### src/rtl/de0_7_segment_counter.sv
// Multi-digit hex/BCD up/down counter with prescaled step and an active-low
// 7-segment encoder (one byte per digit), meant to drive DE0 HEX pins directly.
module de0_7_segment_counter #(
    parameter int DIGITS   = 4,
    parameter int PRESCALE = 12500000,
    parameter int PS_W     = 32,
    parameter int BLANK_LZ = 0
) (
    input  logic                  clk_50,
    input  logic                  rst,
    input  logic                  run,
    input  logic                  up,
    input  logic                  bcd,
    input  logic                  load,
    input  logic [4*DIGITS-1:0]   load_value,
    output logic [4*DIGITS-1:0]   count,
    output logic                  tick,
    output logic                  wrap,
    output logic [8*DIGITS-1:0]   hex
);

    localparam logic [PS_W-1:0] PS_LAST = PS_W'(PRESCALE - 1);

    logic [PS_W-1:0]       ps_reg;
    logic [PS_W-1:0]       ps_next;
    logic                  tick_reg;
    logic [4*DIGITS-1:0]   count_reg;
    logic [4*DIGITS-1:0]   count_next;
    logic                  wrap_reg;
    logic                  wrap_next;
    logic [8*DIGITS-1:0]   hex_reg;
    logic [8*DIGITS-1:0]   hex_next;
    logic [8*DIGITS-1:0]   hex_rst;

    function automatic logic [7:0] glyph(input logic [3:0] d);
        case (d)
            4'h0: glyph = 8'hC0;
            4'h1: glyph = 8'hF9;
            4'h2: glyph = 8'hA4;
            4'h3: glyph = 8'hB0;
            4'h4: glyph = 8'h99;
            4'h5: glyph = 8'h92;
            4'h6: glyph = 8'h82;
            4'h7: glyph = 8'hF8;
            4'h8: glyph = 8'h80;
            4'h9: glyph = 8'h90;
            4'hA: glyph = 8'h88;
            4'hB: glyph = 8'h83;
            4'hC: glyph = 8'hC6;
            4'hD: glyph = 8'hA1;
            4'hE: glyph = 8'h86;
            default: glyph = 8'h8E;
        endcase
    endfunction

    // Load restarts the prescaler so the next step comes a full period later.
    always_comb begin
        ps_next = ps_reg + PS_W'(1);
        if (load || ps_reg == PS_LAST) begin
            ps_next = '0;
        end
    end

    // Ripple carry/borrow from digit 0; cy left set past the top digit means wrap.
    always_comb begin
        logic       cy;
        logic [3:0] lim;
        logic [3:0] dig;
        cy         = 1'b1;
        lim        = bcd ? 4'd9 : 4'd15;
        dig        = '0;
        count_next = count_reg;
        for (int i = 0; i < DIGITS; i++) begin
            dig = count_reg[4*i +: 4];
            if (cy) begin
                if (up) begin
                    if (dig >= lim) begin
                        count_next[4*i +: 4] = 4'd0;
                    end else begin
                        count_next[4*i +: 4] = dig + 4'd1;
                        cy = 1'b0;
                    end
                end else begin
                    if (dig == 4'd0) begin
                        count_next[4*i +: 4] = lim;
                    end else if (dig > lim) begin
                        count_next[4*i +: 4] = lim;
                        cy = 1'b0;
                    end else begin
                        count_next[4*i +: 4] = dig - 4'd1;
                        cy = 1'b0;
                    end
                end
            end
        end
        wrap_next = cy;
    end

    generate
        for (genvar gi = 0; gi < DIGITS; gi++) begin : g_digit
            if (gi == 0 || BLANK_LZ == 0) begin : g_plain
                assign hex_next[8*gi +: 8] = glyph(count_reg[4*gi +: 4]);
                assign hex_rst[8*gi +: 8]  = 8'hC0;
            end else begin : g_blank
                // Blank when this digit and all digits above it are zero.
                assign hex_next[8*gi +: 8] = (count_reg[4*DIGITS-1:4*gi] == '0)
                                             ? 8'hFF : glyph(count_reg[4*gi +: 4]);
                assign hex_rst[8*gi +: 8]  = 8'hFF;
            end
        end
    endgenerate

    always_ff @(posedge clk_50) begin
        if (rst) begin
            ps_reg    <= '0;
            tick_reg  <= 1'b0;
            count_reg <= '0;
            wrap_reg  <= 1'b0;
            hex_reg   <= hex_rst;
        end else begin
            ps_reg   <= ps_next;
            tick_reg <= (ps_next == PS_LAST);
            hex_reg  <= hex_next;
            if (load) begin
                count_reg <= load_value;
                wrap_reg  <= 1'b0;
            end else if (tick_reg && run) begin
                count_reg <= count_next;
                wrap_reg  <= wrap_next;
            end else begin
                wrap_reg  <= 1'b0;
            end
        end
    end

    assign count = count_reg;
    assign tick  = tick_reg;
    assign wrap  = wrap_reg;
    assign hex   = hex_reg;

endmodule

### config.mk
export PLATFORM = sky130hd
export DESIGN_NAME = de0_7_segment_counter
export DESIGN_NICKNAME = d
export VERILOG_FILES = /design/src/rtl/de0_7_segment_counter.sv
export SDC_FILE = /design/constraint.sdc
export NUM_CORES = 1
export LEC_CHECK = 0
export CAP_MARGIN = 20
export CORE_ASPECT_RATIO = 1.75
export CORE_MARGIN = 2
export CORE_UTILIZATION = 33
export CTS_BUF_LIST = sky130_fd_sc_hd__clkbuf_2
export CTS_CLUSTER_SIZE = 12
export DETAILED_ROUTE_END_ITERATION = 10
export PLACE_DENSITY = 0.53
export SLEW_MARGIN = 0
export SYNTH_ARGS = -nofsm -noshare
export SYNTH_HDL_FRONTEND = slang
export SYNTH_SLANG_ARGS = --single-unit
### constraint.sdc
create_clock -name clk_50 -period 2.6 [get_ports clk_50]
set_input_delay 0.26 -clock clk_50 [delete_from_list [all_inputs] [get_ports clk_50]]
set_output_delay 0.26 -clock clk_50 [all_outputs]
set_load 0.01 [all_outputs]
# Word-level counts from Yosys, hierarchy flattened

Memory sizes are Yosys's and may differ from the RTL's. A register that Yosys moved wholly into a read port is not among the register bits.
Index checks and enable logic that the tools add are counted.

Memory bits (read-only): 448
Bits in registers: 82
Memories kept: 4
Bits of input ports: 22

Bitwise logic cells: 2
Reduce and logical (&&, ||, !) cells: 14
Add/sub/neg operators: 9
Equal/unequal tests: 2
Mux-type cells: 37
Magnitude comparators: 8

Memories:

| name             | words | width | rd ports | clocked after Yosys merged registers in | write ports | RTL line | RTL |
|---|---|---|---|---|---|---|---|
| (name not given) | 16    | 7     | 1        | 1                                       | 0           | 36       | `case (d)` |
| (name not given) | 16    | 7     | 1        | 1                                       | 0           | 36       |  |
| (name not given) | 16    | 7     | 1        | 1                                       | 0           | 36       |  |
| (name not given) | 16    | 7     | 1        | 1                                       | 0           | 36       |  |

Operators by type and width:

| operator                                                            | count |
|---|---|
| 4-bit 2-to-1 mux                                                    | 19 |
| 32-bit by 24-bit == test with 1-bit output (second input constant)  | 2 |
| 32-bit by 1-bit adder with 32-bit output (second input constant)    | 1 |
| 16-bit 2-to-1 mux                                                   | 2 |
| 32-bit 2-to-1 mux                                                   | 1 |
| 4-bit by 1-bit adder with 4-bit output (second input constant)      | 4 |
| 4-bit >= comparator                                                 | 4 |
| 4-bit greater-than comparator                                       | 4 |
| 4-bit logical NOT                                                   | 4 |
| 4-bit by 1-bit subtractor with 4-bit output (second input constant) | 4 |
| 1-bit 2-to-1 mux                                                    | 14 |
| 2-bit nonzero test                                                  | 4 |
| 2-bit AND reduction                                                 | 3 |
| 4-bit OR reduction                                                  | 1 |
| 3-bit 2-to-1 mux                                                    | 1 |
| 1-bit NOT                                                           | 2 |
| 1-bit logical AND                                                   | 1 |
| 1-bit logical OR                                                    | 1 |

# Longest topological paths before layout

Depth after elaboration: 9
Gate-level depth with buffers: 9
Mapped depth without buffers: 8

# Least setup slack after synthesis

No wires, ideal clock.

Kind: register to register
From: register ps_reg[0]
To: register tick_reg, in the netlist tick
Required time: 2.512 ns
Slack: 0.432 ns
Clock period less this slack: 2.168 ns
Arrival time: 2.081 ns
Stages on the path, launching flop included: 8
Library setup time: 0.088 ns
Cell sequence: dfxtp_1 -> ha_1 -> nand4_2 -> or4_1 -> xnor2_1 -> a211oi_1 -> o2111ai_1 -> nor4_2

Cells in the longest elaborated chain, start to end: 4

Ends and longest elaborated chain:

| what                                                                             | RTL line | RTL |
|---|---|---|
| start, declared                                                                  | 24       | `logic [PS_W-1:0] ps_reg;` |
| start signal, assigned                                                           | 121      | `ps_reg <= ps_next;` |
| branches (longest 2 deep; another with 32-bit by 1-bit adder with 32-bit output) | n/a      |  |
| 32-bit 2-to-1 mux (*)                                                            | 59       | `if (load \|\| ps_reg == PS_LAST) begin` |
| 32-bit by 24-bit == test with 1-bit output (*)                                   | 122      | `tick_reg <= (ps_next == PS_LAST);` |
| end signal, assigned                                                             | 122      |  |
| end, declared                                                                    | 26       | `logic tick_reg;` |

Mark *: on every way between the ends.
A chain may end at the register's enable or synchronous reset.

# Worst setup path after layout

From: register ps_reg[1]
To: register tick_reg, in the netlist tick

The elaborated chain is that of the path after synthesis.

==> results.json <==
{
  "outcome": "completed",
  "cp_data_arrival_time_ps": 2840,
  "cp.required_ps": 3080,
  "gp_congestion": 0.9186,
  "nets": 749,
  "synthAdderAreaFrac": 0.08185,
  "pwr-share-clk": 0.284,
  "synth_simple_gate_area_frac": 0.2336,
  "drc_errors": 0,
  "critical_path_class": "register to register",
  "core_um2": 14910,
  "endpoint_kind": "register",
  "final_util": 0.4109,
  "synthMuxAreaShare": 0.03249,
  "cp_slowest_cell": "or4_1",
  "grt_pass1_vias": 4805,
  "post-route-cell-area_um2": 6127,
  "met2_usage": 0.3466,
  "grtUsageMet1": 0.1785,
  "vias_per_cell": 5.429,
  "combPwrFrac": 0.246,
  "yosysMostFrequentCell": "nor2_1",
  "grt-ovfl-total": 0,
  "grt_usage": 0.1763,
  "drive_gt1_frac": 0.1144,
  "post_drt_wl_per_cell_um": 16.16,
  "synthTopCellsByArea": "dfxtp_1, ha_1, nor2_1, a21oi_1, o21ai_0",
  "die_width_um": 97.47,
  "holdBufCountCts": 0,
  "firstDrtPassIters": 4,
  "cts_buffer_depth": 2,
  "crit_path_max_fanout": 5,
  "ys_warn_count": 0,
  "ant_nets": 0,
  "final_hold_viol_count": 0,
  "async_flop_share": 0,
  "synth_edf_count": 0,
  "synthesis.area_um2": 5045,
  "rsz0062_at_grt": "no",
  "die_h_um": 167.6,
  "largest_reg_flops": 32,
  "power_switching_share": 0.3125,
  "grt_max_degree": 32,
  "cp_cell_sequence": "ha_1 -> nand4_2 -> or4_1 -> xnor2_1 -> a211oi_1 -> o2111ai_1 -> nor4_2",
  "cts_resized": 0,
  "synth_largest_area_cell": "dfxtp_1",
  "yosysSeqAreaShare": 0.3095,
  "rows": 59,
  "crit_path_start_kind": "register",
  "power_density_nw_per_um2": 444.2,
  "area_growth_pct": 21.45,
  "wl_mm": 14.27,
  "cts_setup_buffers": 0,
  "place_hpwl_mm": 11.01,
  "crit_buf_inv": 0,
  "synth_compound_area_frac": 0.2101,
  "cp_top_family": "simple AND/OR/NAND/NOR gates",
  "htree_levels": 3,
  "synth-xor-area-share": 0.05729,
  "placed_cell_area_um2": 5991,
  "busiest_layer": "met2",
  "setup_viol": 0,
  "holdWs_ps": 238.2,
  "finalClockSkew_ps": 41.93,
  "clk_pin_slew_ps": 230,
  "hp-class": "input port to register",
  "die-area_um2": 16330,
  "cts_buffers": 9,
  "ys_types": 70,
  "netlist_instances": 621,
  "finalMaxSlewViolations": 0,
  "period_needed_ps": 2361,
  "pre_cts_ws_ps": -26.01,
  "grt_pass1_wl_mm": 23.55,
  "final_cells": 883,
  "fmax_ghz": 0.4236,
  "avgSynthCellArea_um2": 8.124,
  "synth-main-ff-cell": "dfxtp_1",
  "yosys-top-cells-count": "nor2_1, dfxtp_1, nand2_1",
  "io_pins": 72,
  "p_int_mw": 1.871,
  "synth_top_family_by_area": "simple AND/OR/NAND/NOR gates",
  "fin_setup_tns_ps": 0,
  "antenna_found_initial": 1,
  "critical_path.max_stage_delay_ps": 600,
  "leakage_nw": 2.352,
  "clock-sinks": 78,
  "synth_top_area_share": 0.3095,
  "power_mw": 2.722,
  "use_met3": 0.02295,
  "setup_ws_ps": 239.2,
  "p_sw_uw": 850.6,
  "clk_latency_ps": 580,
  "ys_ff_latch": 78,
  "dp.cells": 866,
  "root_buffer": "clkbuf_2",
  "layout_worst_path_cycle_share": 0.9080,
  "maxCapViolCount": 0,
  "io_buffers": 67,
  "seqPwrFrac": 0.470,
  "ir_worst_vdd_mv": 0.1871,
  "cts_tree": "done",
  "start_util": 0.3383,
  "drtIter0Drc": 176,
  "num_vias": 4794
}
## layout by cell type (no fill, tap or decap), drive strengths merged, types with 7 or more instances in the layout
cell	n
a211oi	20
a21oi	34
a31oi	14
and2	7
and3	8
buf	40
clkbuf	9
clkdlybuf4s50	67
dfxtp	78
ha	33
inv	26
mux2i	13
nand2	40
nand3	16
nand4	15
nor2	84
nor2b	12
nor3	15
nor4	9
o21ai	34
o22ai	8
xnor2	16
xor2	17
## worst reg2reg max path, stage by stage, from the launching register on
cell       delay (ps)
dfxtp_1           450
ha_1              220
nand4_2           230
or4_1             600
xnor2_1           150
a211oi_1          200
o2111ai_1         190
nor4_2            250
## cells by family after synthesis
family	count (synthesis)
and+or+nand+nor	227
AOI/OAI and AO/OA	158
DFF	78
buffers and inverters	75
adders and majority gates	33
xor gates and xnor gates	33
muxes	16
other	1
## cell type report
cell class	count	area, um^2
clock buffers	9	45.04
inverters	27	101.3
clock inverters	7	88.84
diodes	1	2.502
repair buffers	107	970.9
multi-input cells	471	3128
flip-flops and latches	78	1562
fillers	1566	8785
well taps	183	229.0
## metal layers
metal,wire length (um),up-vias
li1,-,2375
met1,5302,2269
met2,8061,125
met3,512,25
met4,396,0
met5,0,-
## final timing paths
| kind | slack (ps) | startpoint | cells after the start | to |
|---|---|---|---|---|
| worst min register to register | 580 | count[3] | 2 | count[3] |
| worst min-delay path | 240 | load_value[9] | 3 | count[9] |
| worst max-delay path | 240 | ps_reg[1] | 7 | tick |
| worst max register to register | 240 | ps_reg[1] | 7 | tick |
## power by group through the flow
stage / clock network (mW) / registers, mW / logic, mW
after floorplan: 0 / 1.33 / 0.362
after global placement: 0 / 1.30 / 0.661
after detailed placement: 0 / 1.30 / 0.667
after CTS: 0.799 / 1.28 / 0.670
after global routing: 0.834 / 1.29 / 0.737
final: 0.774 / 1.28 / 0.669
(Power assumes the default switching activity.)
